$ cat config.mk
export PLATFORM = sky130hd
export DESIGN_NAME = mul3_seq_ctrl
export DESIGN_NICKNAME = d
export VERILOG_FILES = /design/src/rtl/mul3_seq_ctrl.sv
export SDC_FILE = /design/constraint.sdc
export NUM_CORES = 1
export LEC_CHECK = 0
export ABC_AREA = 1
export CORE_MARGIN = 3
export CORE_UTILIZATION = 61
export DETAILED_ROUTE_END_ITERATION = 10
export MAX_ROUTING_LAYER = met4
export PLACE_DENSITY = 0.87
export SETUP_SLACK_MARGIN = 0.2
export SYNTH_ARGS = -nofsm -noshare
export SYNTH_HDL_FRONTEND = slang
export SYNTH_SLANG_ARGS = --single-unit
$ cat constraint.sdc
create_clock -name clk -period 3.88 [get_ports clk]
set_input_delay 0.388 -clock clk [delete_from_list [all_inputs] [get_ports clk]]
set_output_delay 0.388 -clock clk [all_outputs]
set_load 0.01 [all_outputs]
$ cat src/rtl/mul3_seq_ctrl.sv
// Two-pass shift-add controller computing p1=a*b then p2=p1*c on one accumulator.
// Optional MUL3_ZERO_SKIP_EN: short-circuits passes when an operand is zero.
module mul3_seq_ctrl #(
    parameter int  AW  = 4,
    parameter int  BW  = 4,
    parameter int  CW  = 8,
    localparam int P1W = AW + BW,
    localparam int P2W = P1W + CW
) (
    input  logic           clk,
    input  logic           rst_n,
    input  logic           in_valid,
    output logic           in_ready,
    input  logic [AW-1:0]  a,
    input  logic [BW-1:0]  b,
    input  logic [CW-1:0]  c,
    output logic           out_valid,
    input  logic           out_ready,
    output logic [P1W-1:0] p1,
    output logic [P2W-1:0] p2,
    output logic           busy
);

    localparam int MAXN = (BW > CW) ? BW : CW;
    localparam int CNTW = (MAXN > 1) ? $clog2(MAXN) : 1;
    localparam logic [CNTW-1:0] LAST1 = CNTW'(BW - 1);
    localparam logic [CNTW-1:0] LAST2 = CNTW'(CW - 1);

    typedef enum logic [1:0] {IDLE, PASS1, PASS2, DONE} state_t;

    state_t          state_q;
    logic [CNTW-1:0] cnt_q;
    logic [AW-1:0]   a_q;
    logic [BW-1:0]   b_q;
    logic [CW-1:0]   c_q;
    logic [P1W-1:0]  acc1_q;
    logic [P2W-1:0]  acc2_q;
    logic            in_ready_q;
    logic            out_valid_q;
    logic            busy_q;

    logic [BW-1:0]   b_sh;
    logic [CW-1:0]   c_sh;
    logic [P1W-1:0]  add1_d;
    logic [P2W-1:0]  add2_d;

    // Shift the multiplier right instead of indexing it, so the counter width
    // never has to match the operand index width.
    assign b_sh   = b_q >> cnt_q;
    assign c_sh   = c_q >> cnt_q;
    assign add1_d = b_sh[0] ? (P1W'(a_q) << cnt_q) : '0;
    assign add2_d = c_sh[0] ? (P2W'(acc1_q) << cnt_q) : '0;

    always_ff @(posedge clk or negedge rst_n) begin
        if (!rst_n) begin
            state_q     <= IDLE;
            cnt_q       <= '0;
            a_q         <= '0;
            b_q         <= '0;
            c_q         <= '0;
            acc1_q      <= '0;
            acc2_q      <= '0;
            in_ready_q  <= 1'b1;
            out_valid_q <= 1'b0;
            busy_q      <= 1'b0;
        end else begin
            case (state_q)
                IDLE: begin
                    if (in_valid) begin
                        a_q        <= a;
                        b_q        <= b;
                        c_q        <= c;
                        acc1_q     <= '0;
                        acc2_q     <= '0;
                        cnt_q      <= '0;
                        in_ready_q <= 1'b0;
`ifdef MUL3_ZERO_SKIP_EN
                        if (a == '0 || b == '0) begin
                            state_q     <= DONE;
                            out_valid_q <= 1'b1;
                        end else begin
                            state_q <= PASS1;
                            busy_q  <= 1'b1;
                        end
`else
                        state_q <= PASS1;
                        busy_q  <= 1'b1;
`endif
                    end
                end
                PASS1: begin
                    acc1_q <= acc1_q + add1_d;
                    if (cnt_q == LAST1) begin
                        cnt_q <= '0;
`ifdef MUL3_ZERO_SKIP_EN
                        if (c_q == '0) begin
                            state_q     <= DONE;
                            busy_q      <= 1'b0;
                            out_valid_q <= 1'b1;
                        end else begin
                            state_q <= PASS2;
                        end
`else
                        state_q <= PASS2;
`endif
                    end else begin
                        cnt_q <= cnt_q + 1'b1;
                    end
                end
                PASS2: begin
                    acc2_q <= acc2_q + add2_d;
                    if (cnt_q == LAST2) begin
                        cnt_q       <= '0;
                        state_q     <= DONE;
                        busy_q      <= 1'b0;
                        out_valid_q <= 1'b1;
                    end else begin
                        cnt_q <= cnt_q + 1'b1;
                    end
                end
                DONE: begin
                    if (out_ready) begin
                        state_q     <= IDLE;
                        out_valid_q <= 1'b0;
                        in_ready_q  <= 1'b1;
                    end
                end
                default: state_q <= IDLE;
            endcase
        end
    end

    // Accumulators are only written outside DONE, so they double as result regs.
    assign p1        = acc1_q;
    assign p2        = acc2_q;
    assign in_ready  = in_ready_q;
    assign out_valid = out_valid_q;
    assign busy      = busy_q;

endmodule
# Word level (Yosys, flattened, before mapping)
# Index checks and enable logic that the tools add are counted.
op_classes:
  add_sub_neg: 3
  n_eq_ne: 9
  shift: 4
  muxes: 24
  reduce_logical: 14
ops:
  columns: ["cell", "n"]
  rows:
  - ["$mux W16", 2]
  - ["$pmux W16 S2", 1]
  - ["$add A16 B16 Y16", 1]
  - ["$mux W8", 2]
  - ["$pmux W8 S2", 1]
  - ["$shl A8 B3 Y16", 1]
  - ["$mux W3", 3]
  - ["$pmux W3 S3", 1]
  - ["$reduce_and A3 Y1", 3]
  - ["$add A8 B8 Y8", 1]
  - ["$mux W2", 4]
  - ["$ne A2 B2 Y1 const B", 4]
  - ["$pmux W2 S4", 1]
  - ["$reduce_and A2 Y1", 4]
  - ["$reduce_bool A2 Y1", 4]
  - ["$shl A4 B3 Y8", 1]
  - ["$shr A8 B3 Y1", 1]
  - ["$mux W1", 6]
  - ["$pmux W1 S2", 3]
  - ["$eq A2 B2 Y1 const B", 2]
  - ["$reduce_and A4 Y1", 1]
  - ["$shr A4 B3 Y1", 1]
  - ["$add A3 B1 Y3 const B", 1]
  - ["$eq A3 B2 Y1 const B", 1]
  - ["4 further kinds", 4]
totals:
  ff_bits: 48
  output_inout_bits: 27

# Logic depth before layout (Yosys ltp)
# Gate-level depths: netlist (run 1).
logic_depth:
  depth_word: 4
  ltp_mapped: 20
  mapped_depth_nobuf: 19

# Worst setup path after synthesis (run 1)
# Ideal clock, no wire load.
synth_timing:
  path_kind: "register to register"
  from: "register cnt_q[0]"
  to: "register acc2_q[12] (netlist: p2[12])"
  setup_time_ns: 0.117
  arrival_time_ns: 2.270
  setup_slack_ns: 1.492
  stages_incl_launch_ff: 19
  cell_sequence: "dfrtp_1 > buf_6 > inv_4 > buf_8 > nor2_2 > o22ai_2 > nand2_2 > nor3_1 > ha_1 > inv_1 > fa_1 > inv_1 > nand3_1 > nand3_1 > nand3_1 > nand3_1 > nand2_1 > nand3_1 > nand2_1"
synth_via:
  elab_chain_cells: 4
  word_cells_on_any_way: 5
  cone_classes: "add/sub (1); shift (2); mux (2)"
synth_lines:
  columns: ["item", "line", "source"]
  rows:
  - ["from (decl)", "32", "logic [CNTW-1:0] cnt_q;"]
  - ["from (signal assigned)", "107", "cnt_q <= cnt_q + 1'b1;"]
  - ["from (signal assigned)", "118", "cnt_q <= cnt_q + 1'b1;"]
  - ["$shl A8 B3 Y16 / $shr A8 B3 Y1 (equally long branches)", "52, 50", null]
  - ["$mux W16 *", "52", "assign add2_d = c_sh[0] ? (P2W'(acc1_q) << cnt_q) : '0;"]
  - ["$add A16 B16 Y16 *", "111", "acc2_q <= acc2_q + add2_d;"]
  - ["$pmux W16 S2 *", "67", "case (state_q)"]
  - ["to (signal assigned)", "111", null]
  - ["to (decl)", "37", "logic [P2W-1:0] acc2_q;"]
# Mark *: on every way between the ends. The rest lies on a longest branch, timed or not.
# A chain may end at the register's enable or synchronous reset.

# Worst setup path in the final report (run 1)
# Ends and elaborated chain as after synthesis.

==> results.toml, run 1 <==
[floorplan]
start_util_pct = 65.2
ioPinCount = 47
die_x_um = 84.1
die_area_sq_um = 7080
coreArea_sq_um = 5710
die_y_um = 84.1
core.rowCount = 27

[clock_tree]
cts_hold_buffers = 0
clk_latency_ns = 0.31
cts_resized = 0
clk_pin_slew_ns = 0.09
cts_tree = "yes"
clockBufferDepth = 2
postCtsSetupBuffers = 0
cts_root_buf = "clkbuf_8"
cts.htree.levels = 2
clock_sinks = 48
cts_buffers = 5

[yosys]
synthMuxAreaShare_pct = 0.269
synth_area_leaders = "dfrtp_1 32%, nand2_1 19%, ha_1 10%"
synth_edf_count = 0
synth-compound-area-share_pct = 13.2
ys_seq_area_share_pct = 32.3
synth-async-reset-ratio_pct = 100
syn_inst = 555
synthSimpleGateAreaFrac_pct = 32.6
synth_cell_types = 37
ys_ff_latch = 48
synth_top_area_share_pct = 31.6
yosysTopAreaCell = "dfrtp_1"
ys.flop_type = "dfrtp_1"
synth_top_family_by_area = "simple AND/OR/NAND/NOR gates"
synthesis.nets = 607
synth.cell_area_sq_um = 3720
syn_area_per_cell_sq_um = 6.71
yosys.area_share.adder_pct = 11.2
yosys.area_share.xor_xnor_pct = 0.470
synth_warnings = 0

[routing]
totalWireLength_um = 9350
via_count = 3702
drcViolationCount = 0
post_drt_via_cell_ratio = 5.53
dr.pass1.iters = 6
wl_per_cell_um = 13.9
ant_nets = 0
drt_iter0_markers = 191

[placed_design]
dp_hpwl_um = 7300
placed_area_sq_um = 4190
io_buffer_count = 46
dp_slack_ns = 0.809
place.gp.congestion = 0.956

[worst_setup_path]
path_cells = "o21ai_0 -> o22ai_2 -> nand2_2 -> nor3_1 -> ha_1 -> inv_1 -> fa_1 -> inv_1 -> nand3_1 -> nand3_1 -> nand3_1 -> nand3_1 -> nand2_1 -> nand3_1 -> nand2_1"
critPathMostFrequentCell = "nand3_1"
path_class = "flip-flop to flip-flop"
worstPathMaxFanout = 27
critPathRequiredTime_ns = 4.09
crit_path_max_incr_delay_ns = 0.87
cpMaxStageDelayCell = "dfrtp_1"
cp-end-kind = "flip-flop"
cp_num_buf_inv = 2
worstPathArrival_ns = 3.33
start_kind = "flip-flop"
crit_family = "simple AND/OR/NAND/NOR gates"

[power]
internal-power_w = 0.00153
leakagePower_nw = 2.34
swShare_pct = 48.7
pwr-share-seq_pct = 30.1
power_density_nw_per_um2 = 693
power_frac_comb_pct = 56.7
power.switching_w = 0.00146
p_clk_share_pct = 13.2
ir_drop_mv = 0.584
total_power_w = 0.00299

[timing]
period_share_pct = 80.4
setup_tns_ns = 0
finalWorstSetupSlack_ns = 0.761
tightest_slew_ns = 1.12
setup_viol = 0
final-hold-violation-count = 0
worst_slew_margin_rel_pct = 25.5
slew_viol_final = 0
rsz0062_at_grt = "no"
finalCriticalPeriod_ns = 3.12
fin_hold_ws_ns = 0.258
fmax_mhz = 321
clock_skew_ns = 0.00261

[global_route]
antenna_found_initial = 0
first_global_vias = 3472
grt_pass1_wl_um = 16000
grt-ovfl-total = 0
track_usage_pct = 28.4
grt_max_degree = 49

[hold_path]
hp-class = "input port to async pin"

[outcome]
status = "finished clean"

[flow_run]
maxCapViolations = 0

[cells_and_area]
layout-drive-gt1-share_pct = 5.18
nets = 649
fin_area_sq_um = 4310
antenna_cells = 0
areaGrowthSynthToFinish_pct = 15.7
==> logic make-up (layout without fill, tap and decap cells) <==
logic type / count (synthesis) / in the layout
xor+xnor: 2 / 2
fa+ha+maj: 32 / 32
simple gates: 295 / 295
mux: 1 / 1
buf+inv: 87 / 130
flops: 48 / 48
compound gates: 90 / 90
==> metrics by stage <==
stage / util [%] / cells
global placement: 73.4 / 662
detailed placement: 73.4 / 662
finish: 75.5 / 670
CTS: 75.5 / 670
global route: 75.5 / 670
floorplan: - / 555
==> flip-flops by register name, indices dropped and copies added (netlist names) <==
| name | flops |
|---|---|
| p1 | 8 |
| out_valid | 1 |
| c_q | 8 |
| state_q | 2 |
| cnt_q | 3 |
| busy | 1 |
| p2 | 16 |
| in_ready | 1 |
| b_q | 4 |
| a_q | 4 |
==> path summary, 6_finish.rpt <==
check | from | endpoint | slack [ns] | depth (start not counted)
min | rst_n | p2[7]$_DFFE_PN0P_ | 0.26 | 1
min reg2reg | b_q[2]$_DFFE_PN0P_ | b_q[2]$_DFFE_PN0P_ | 0.49 | 2
max in group asynchronous | rst_n | c_q[1]$_DFFE_PN0P_ | 2.91 | 1
max reg2reg | cnt_q[0]$_DFFE_PN0P_ | p2[12]$_DFFE_PN0P_ | 0.76 | 15
max | cnt_q[0]$_DFFE_PN0P_ | p2[12]$_DFFE_PN0P_ | 0.76 | 15
min in group clk | b_q[2]$_DFFE_PN0P_ | b_q[2]$_DFFE_PN0P_ | 0.49 | 2
==> power groups by stage <==
stage / registers [W] / clock network [W] / logic, W
2_1_floorplan: 0.000846 / 0 / 0.00123
3_3_place_gp: 0.000898 / 0 / 0.00162
3_5_place_dp: 0.000904 / 0 / 0.00167
4_1_cts: 0.000895 / 0.000396 / 0.00168
5_1_grt: 0.000925 / 0.000423 / 0.00192
6_report: 0.000899 / 0.000395 / 0.00169
==> area by class of cell <==
| cell class | instances | area [sq um] |
|---|---|---|
| Timing Repair Buffer | 47 | 463 |
| Clock buffer | 6 | 82.6 |
| Clock inverter | 2 | 38.8 |
| Fill cell | 460 | 1400 |
| Multi-Input combinational cell | 420 | 2150 |
| Sequential cell | 48 | 1200 |
| Inverter | 75 | 284 |
| Tap cell | 72 | 90.1 |
==> per-layer routing <==
layer  vias up  global-route usage (%)  wire length (um)
met1      1712                    36.9              4110
met4         0                    7.60               127
met2       131                    47.6              4590
met3        12                    2.85               518
met5         -                       -                 0
li1       1847                       -                 -
==> cells in the final DEF, fill, tap and decap left out, types with 3 or more instances in the layout <==
master,Yosys,final
ha_1,30,30
a21oi_1,22,22
inv_1,71,71
nand4_1,5,5
nor2_1,50,50
clkbuf_8,0,6
o21ai_1,19,19
clkdlybuf4s50_1,0,45
nor2_2,3,3
nand2_2,6,6
o21ai_0,36,36
dfrtp_1,47,47
nor3_1,6,6
o22ai_1,4,4
and2_1,3,3
nand2_1,189,189
nand3_1,28,28
==> cells in the mapped netlist (all sizes together), types with 3 or more instances <==
master,n
ha,30
and2,3
nor3,6
nand2,196
inv,74
a21oi,23
nand4,5
nand3,28
o21ai,57
buf,10
dfrtp,47
o22ai,6
nor2,53
(Power assumes the default switching activity.)
==> run 2, diff against run 1 <==
- CORE_UTILIZATION: 61 -> 56
- PLACE_DENSITY: 0.87 -> 0.8
- clock period: 3.88 -> 3.01 ns (I/O delays scaled with it)
==> results.toml, run 2 (synthesized netlist as in run 1, its figures left out) <==
[outcome]
status = "finished clean"

[floorplan]
start_util_pct = 58.3
die_x_um = 87.5
die_y_um = 87.5
core.rowCount = 29
ioPinCount = 47
coreArea_sq_um = 6390
die_area_sq_um = 7660

[worst_setup_path]
cp-end-kind = "flip-flop"
start_kind = "flip-flop"
worstPathArrival_ns = 2.83
path_class = "flip-flop to flip-flop"
critPathRequiredTime_ns = 3.23
worstPathMaxFanout = 20

[timing]
period_share_pct = 86.9
finalCriticalPeriod_ns = 2.61
setup_viol = 0
slew_viol_final = 0
setup_tns_ns = 0
clock_skew_ns = 0.0147
worst_slew_margin_rel_pct = 49.4
fmax_mhz = 383
final-hold-violation-count = 0
tightest_slew_ns = 0.754
rsz0062_at_grt = "yes"

[flow_run]
maxCapViolations = 0

[cells_and_area]
largest_register_ffs = 16
final_core_utilization_pct = 68.3
final_common_cell = "nand2_1"
nets = 654
antenna_cells = 0
areaGrowthSynthToFinish_pct = 17.1
final_cell_mix = "189 x nand2_1, 71 x inv_1, 50 x nor2_1, 46 x dfrtp_1, 45 x clkdlybuf4s50_1"
regArea_sq_um = 1200
layout-drive-gt1-share_pct = 6.30
multi_input_area_sq_um = 2150
fillers = 595

[placed_design]
io_buffer_count = 46
dp_hpwl_um = 7200
place.gp.congestion = 0.899

[clock_tree]
cts_root_buf = "clkbuf_8"
clk_latency_ns = 0.32
clockBufferDepth = 2
clock_sinks = 48
cts_buffers = 5
clk_pin_slew_ns = 0.11
cts_tree = "yes"
cts_hold_buffers = 0
cts.htree.levels = 2

[hold_path]
hp-class = "input port to async pin"

[routing]
drt_iter0_markers = 181
post_drt_via_cell_ratio = 5.35
dr.pass1.iters = 4
via_count = 3637
totalWireLength_um = 9060
drcViolationCount = 0
ant_nets = 0
wl_per_cell_um = 13.3

[global_route]
track_usage_pct = 26.5
grt_max_degree = 35
first_global_vias = 3582
grt_pass1_wl_um = 15900
grt-ovfl-total = 0
antenna_found_initial = 0

[power]
leakagePower_nw = 2.36
ir_drop_mv = 0.501
power_density_nw_per_um2 = 886
==> run 2: cell type report <==
| cell class | instances | area share (%) |
|---|---|---|
| Timing Repair Buffer | 52 | 11.6 |
| Clock buffer | 5 | 1.58 |
| Multi-Input combinational cell | 420 | 49.4 |
| Inverter | 75 | 6.51 |
| Clock inverter | 3 | 1.06 |
| Tap cell | 77 | 2.21 |
| Sequential cell | 48 | 27.6 |
==> run 2: critical path, stage by stage (launching register included) <==
cell     delay (ns)
dfrtp_2        0.47
buf_6          0.18
nand2_1        0.06
o21ai_1        0.08
o21ai_0        0.25
nor2_1         0.07
o21ai_1        0.13
inv_1          0.05
ha_1           0.35
nand2_1        0.14
nor2_1         0.12
nand3_1        0.07
nand2_1        0.16
nand2_1        0.07
nand2_1        0.13
nand3_1        0.09
nand2_1        0.06
nor2_1         0.04
==> run 2: final timing paths <==
kind / cells after the start / slack (ns) / start / to
setup reg to reg: 17 / 0.40 / cnt_q[0]$_DFFE_PN0P_ / p2[15]$_DFFE_PN0P_
setup / recovery: 17 / 0.40 / cnt_q[0]$_DFFE_PN0P_ / p2[15]$_DFFE_PN0P_
hold / removal: 1 / 0.03 / rst_n / p2[3]$_DFFE_PN0P_
max in group asynchronous: 2 / 2.27 / rst_n / p1[4]$_DFFE_PN0P_
hold reg to reg: 2 / 0.49 / c_q[6]$_DFFE_PN0P_ / c_q[6]$_DFFE_PN0P_
min in group clk: 2 / 0.49 / c_q[6]$_DFFE_PN0P_ / c_q[6]$_DFFE_PN0P_
==> run 2: power by group <==
group	switching, W	internal, W
Sequential	0.000208	0.000889
Clock	0.000250	0.000251
Combinational	0.00141	0.000852
Total	0.00187	0.00199
==> run 2: per-layer routing <==
| layer | GRT usage (%) | wire, um | vias up |
|---|---|---|---|
| met5 | - | 0 | - |
| met4 | 9.90 | 262 | 0 |
| met3 | 3.39 | 371 | 26 |
| met2 | 44.5 | 4390 | 91 |
| met1 | 32.5 | 4040 | 1659 |
| li1 | - | - | 1861 |
==> run 2: stage by stage <==
step	instance area (sq um)	instances	hold slack, ns	setup WS (ns)	power [W]
global route	4360	680	0.0841	0.166	0.00424
global placement	4230	672	0.407	0.375	0.00329
finish	4360	680	0.0295	0.396	0.00386
detailed placement	4230	672	0.415	0.339	0.00334
CTS	4350	680	0.0662	0.306	0.00384
floorplan	3720	555	0.00541	0.622	0.00268
==> run 2: timing repair <==
item	in CTS	in global routing
setup buffers	0	0
resized for setup	0	4
setup endpoints to repair	0	10
==> run 3, diff against run 2 <==
- SETUP_SLACK_MARGIN: 0.2 -> unset
- SKIP_LAST_GASP: unset -> 1
==> results.toml, run 3 (synthesized netlist as in run 1, its figures left out) <==
[cells_and_area]
layout-drive-gt1-share_pct = 5.97
final_common_cell = "nand2_1"
antenna_cells = 0
final_cell_mix = "189 x nand2_1, 71 x inv_1, 50 x nor2_1, 47 x dfrtp_1, 45 x clkdlybuf4s50_1"
nets = 654
largest_register_ffs = 16
areaGrowthSynthToFinish_pct = 16.7

[floorplan]
die_x_um = 87.5
die_area_sq_um = 7660
core.rowCount = 29
start_util_pct = 58.3
die_y_um = 87.5
coreArea_sq_um = 6390
ioPinCount = 47

[clock_tree]
cts_hold_buffers = 0
cts_root_buf = "clkbuf_8"
postCtsSetupBuffers = 0
cts_buffers = 5
cts_resized = 0
clk_latency_ns = 0.32
cts_tree = "yes"
clk_pin_slew_ns = 0.11
clock_sinks = 48
clockBufferDepth = 2
cts.htree.levels = 2

[global_route]
grt_pass1_wl_um = 15900
track_usage_pct = 26.5
grt_max_degree = 35
grt-ovfl-total = 0
antenna_found_initial = 0
first_global_vias = 3582

[worst_setup_path]
critPathRequiredTime_ns = 3.24
path_class = "flip-flop to flip-flop"
worstPathMaxFanout = 20
cp-end-kind = "flip-flop"
start_kind = "flip-flop"
worstPathArrival_ns = 2.93

[placed_design]
place.gp.congestion = 0.899
io_buffer_count = 46
dp_hpwl_um = 7200
dp_slack_ns = 0.339

[routing]
wl_per_cell_um = 13.3
post_drt_via_cell_ratio = 5.33
ant_nets = 0
dr.pass1.iters = 4
drt_iter0_markers = 189
via_count = 3626
drcViolationCount = 0
totalWireLength_um = 9080

[timing]
rsz0062_at_grt = "no"
fmax_mhz = 370
clock_skew_ns = 0.0175
finalWorstSetupSlack_ns = 0.307
worst_slew_margin_rel_pct = 49.2
period_share_pct = 89.8
slew_viol_final = 0
tightest_slew_ns = 0.757
finalCriticalPeriod_ns = 2.70
final-hold-violation-count = 0
setup_tns_ns = 0
setup_viol = 0

[outcome]
status = "finished clean"

[power]
leakagePower_nw = 2.36
ir_drop_mv = 0.489
total_power_w = 0.00385
power_density_nw_per_um2 = 886

[hold_path]
hp-class = "input port to async pin"

[flow_run]
maxCapViolations = 0
## run 3: where the power goes
part	leakage, nW	internal [W]	switching (W)
combinational	1.67	0.000843	0.00141
sequential	0.629	0.000888	0.000205
clock	0.0548	0.000251	0.000254
## run 3: worst paths after layout
path	from	to	slack, ns	depth (start not counted)
worst max-delay path	cnt_q[0]$_DFFE_PN0P_	p2[15]$_DFFE_PN0P_	0.31	16
worst min-delay path	rst_n	p2[3]$_DFFE_PN0P_	0.02	1
worst max register to register	cnt_q[0]$_DFFE_PN0P_	p2[15]$_DFFE_PN0P_	0.31	16
worst min register to register	b_q[2]$_DFFE_PN0P_	b_q[2]$_DFFE_PN0P_	0.49	2
max in group asynchronous	rst_n	p1[4]$_DFFE_PN0P_	2.27	2
min in group clk	b_q[2]$_DFFE_PN0P_	b_q[2]$_DFFE_PN0P_	0.49	2
## run 3: metal layers
layer | GRT usage (%) | up-vias | part of all wire, %
met5 | - | - | 0
met4 | 9.90 | 0 | 2.7
met3 | 3.39 | 23 | 3.4
met2 | 44.5 | 85 | 48
met1 | 32.5 | 1659 | 45
li1 | - | 1859 | -
## run 3: worst max-delay path, stage by stage (launching register included)
cell and delay (ns):
dfrtp_1 0.49, buf_4 0.29, o21ai_1 0.12, o21ai_0 0.26
nor2_1 0.07, o21ai_1 0.12, inv_1 0.05, ha_1 0.35
nand2_1 0.13, nor2_1 0.12, nand3_1 0.07, nand2_1 0.16
nand2_1 0.07, nand2_1 0.13, nand3_1 0.09, nand2_1 0.06
nor2_1 0.04
## run 3: per-stage QoR
step | std cells | hold slack, ns | util (%) | instance area [sq um]
after global routing | 680 | 0.0841 | 68.1 | 4350
after global placement | 672 | 0.407 | 66.3 | 4230
after floorplan | 555 | 0.00541 | - | 3720
final | 680 | 0.0242 | 68.1 | 4350
after detailed placement | 672 | 0.415 | 66.3 | 4230
after CTS | 680 | 0.0662 | 68.1 | 4350
## run 3: cell type report
cell class              count  area, sq um
clock buffers               5         68.8
well taps                  77         96.3
multi-input cells         420         2150
repair buffers             52          500
clock inverters             3         46.3
inverters                  75          284
fillers                   592         2040
flip-flops and latches     48         1200
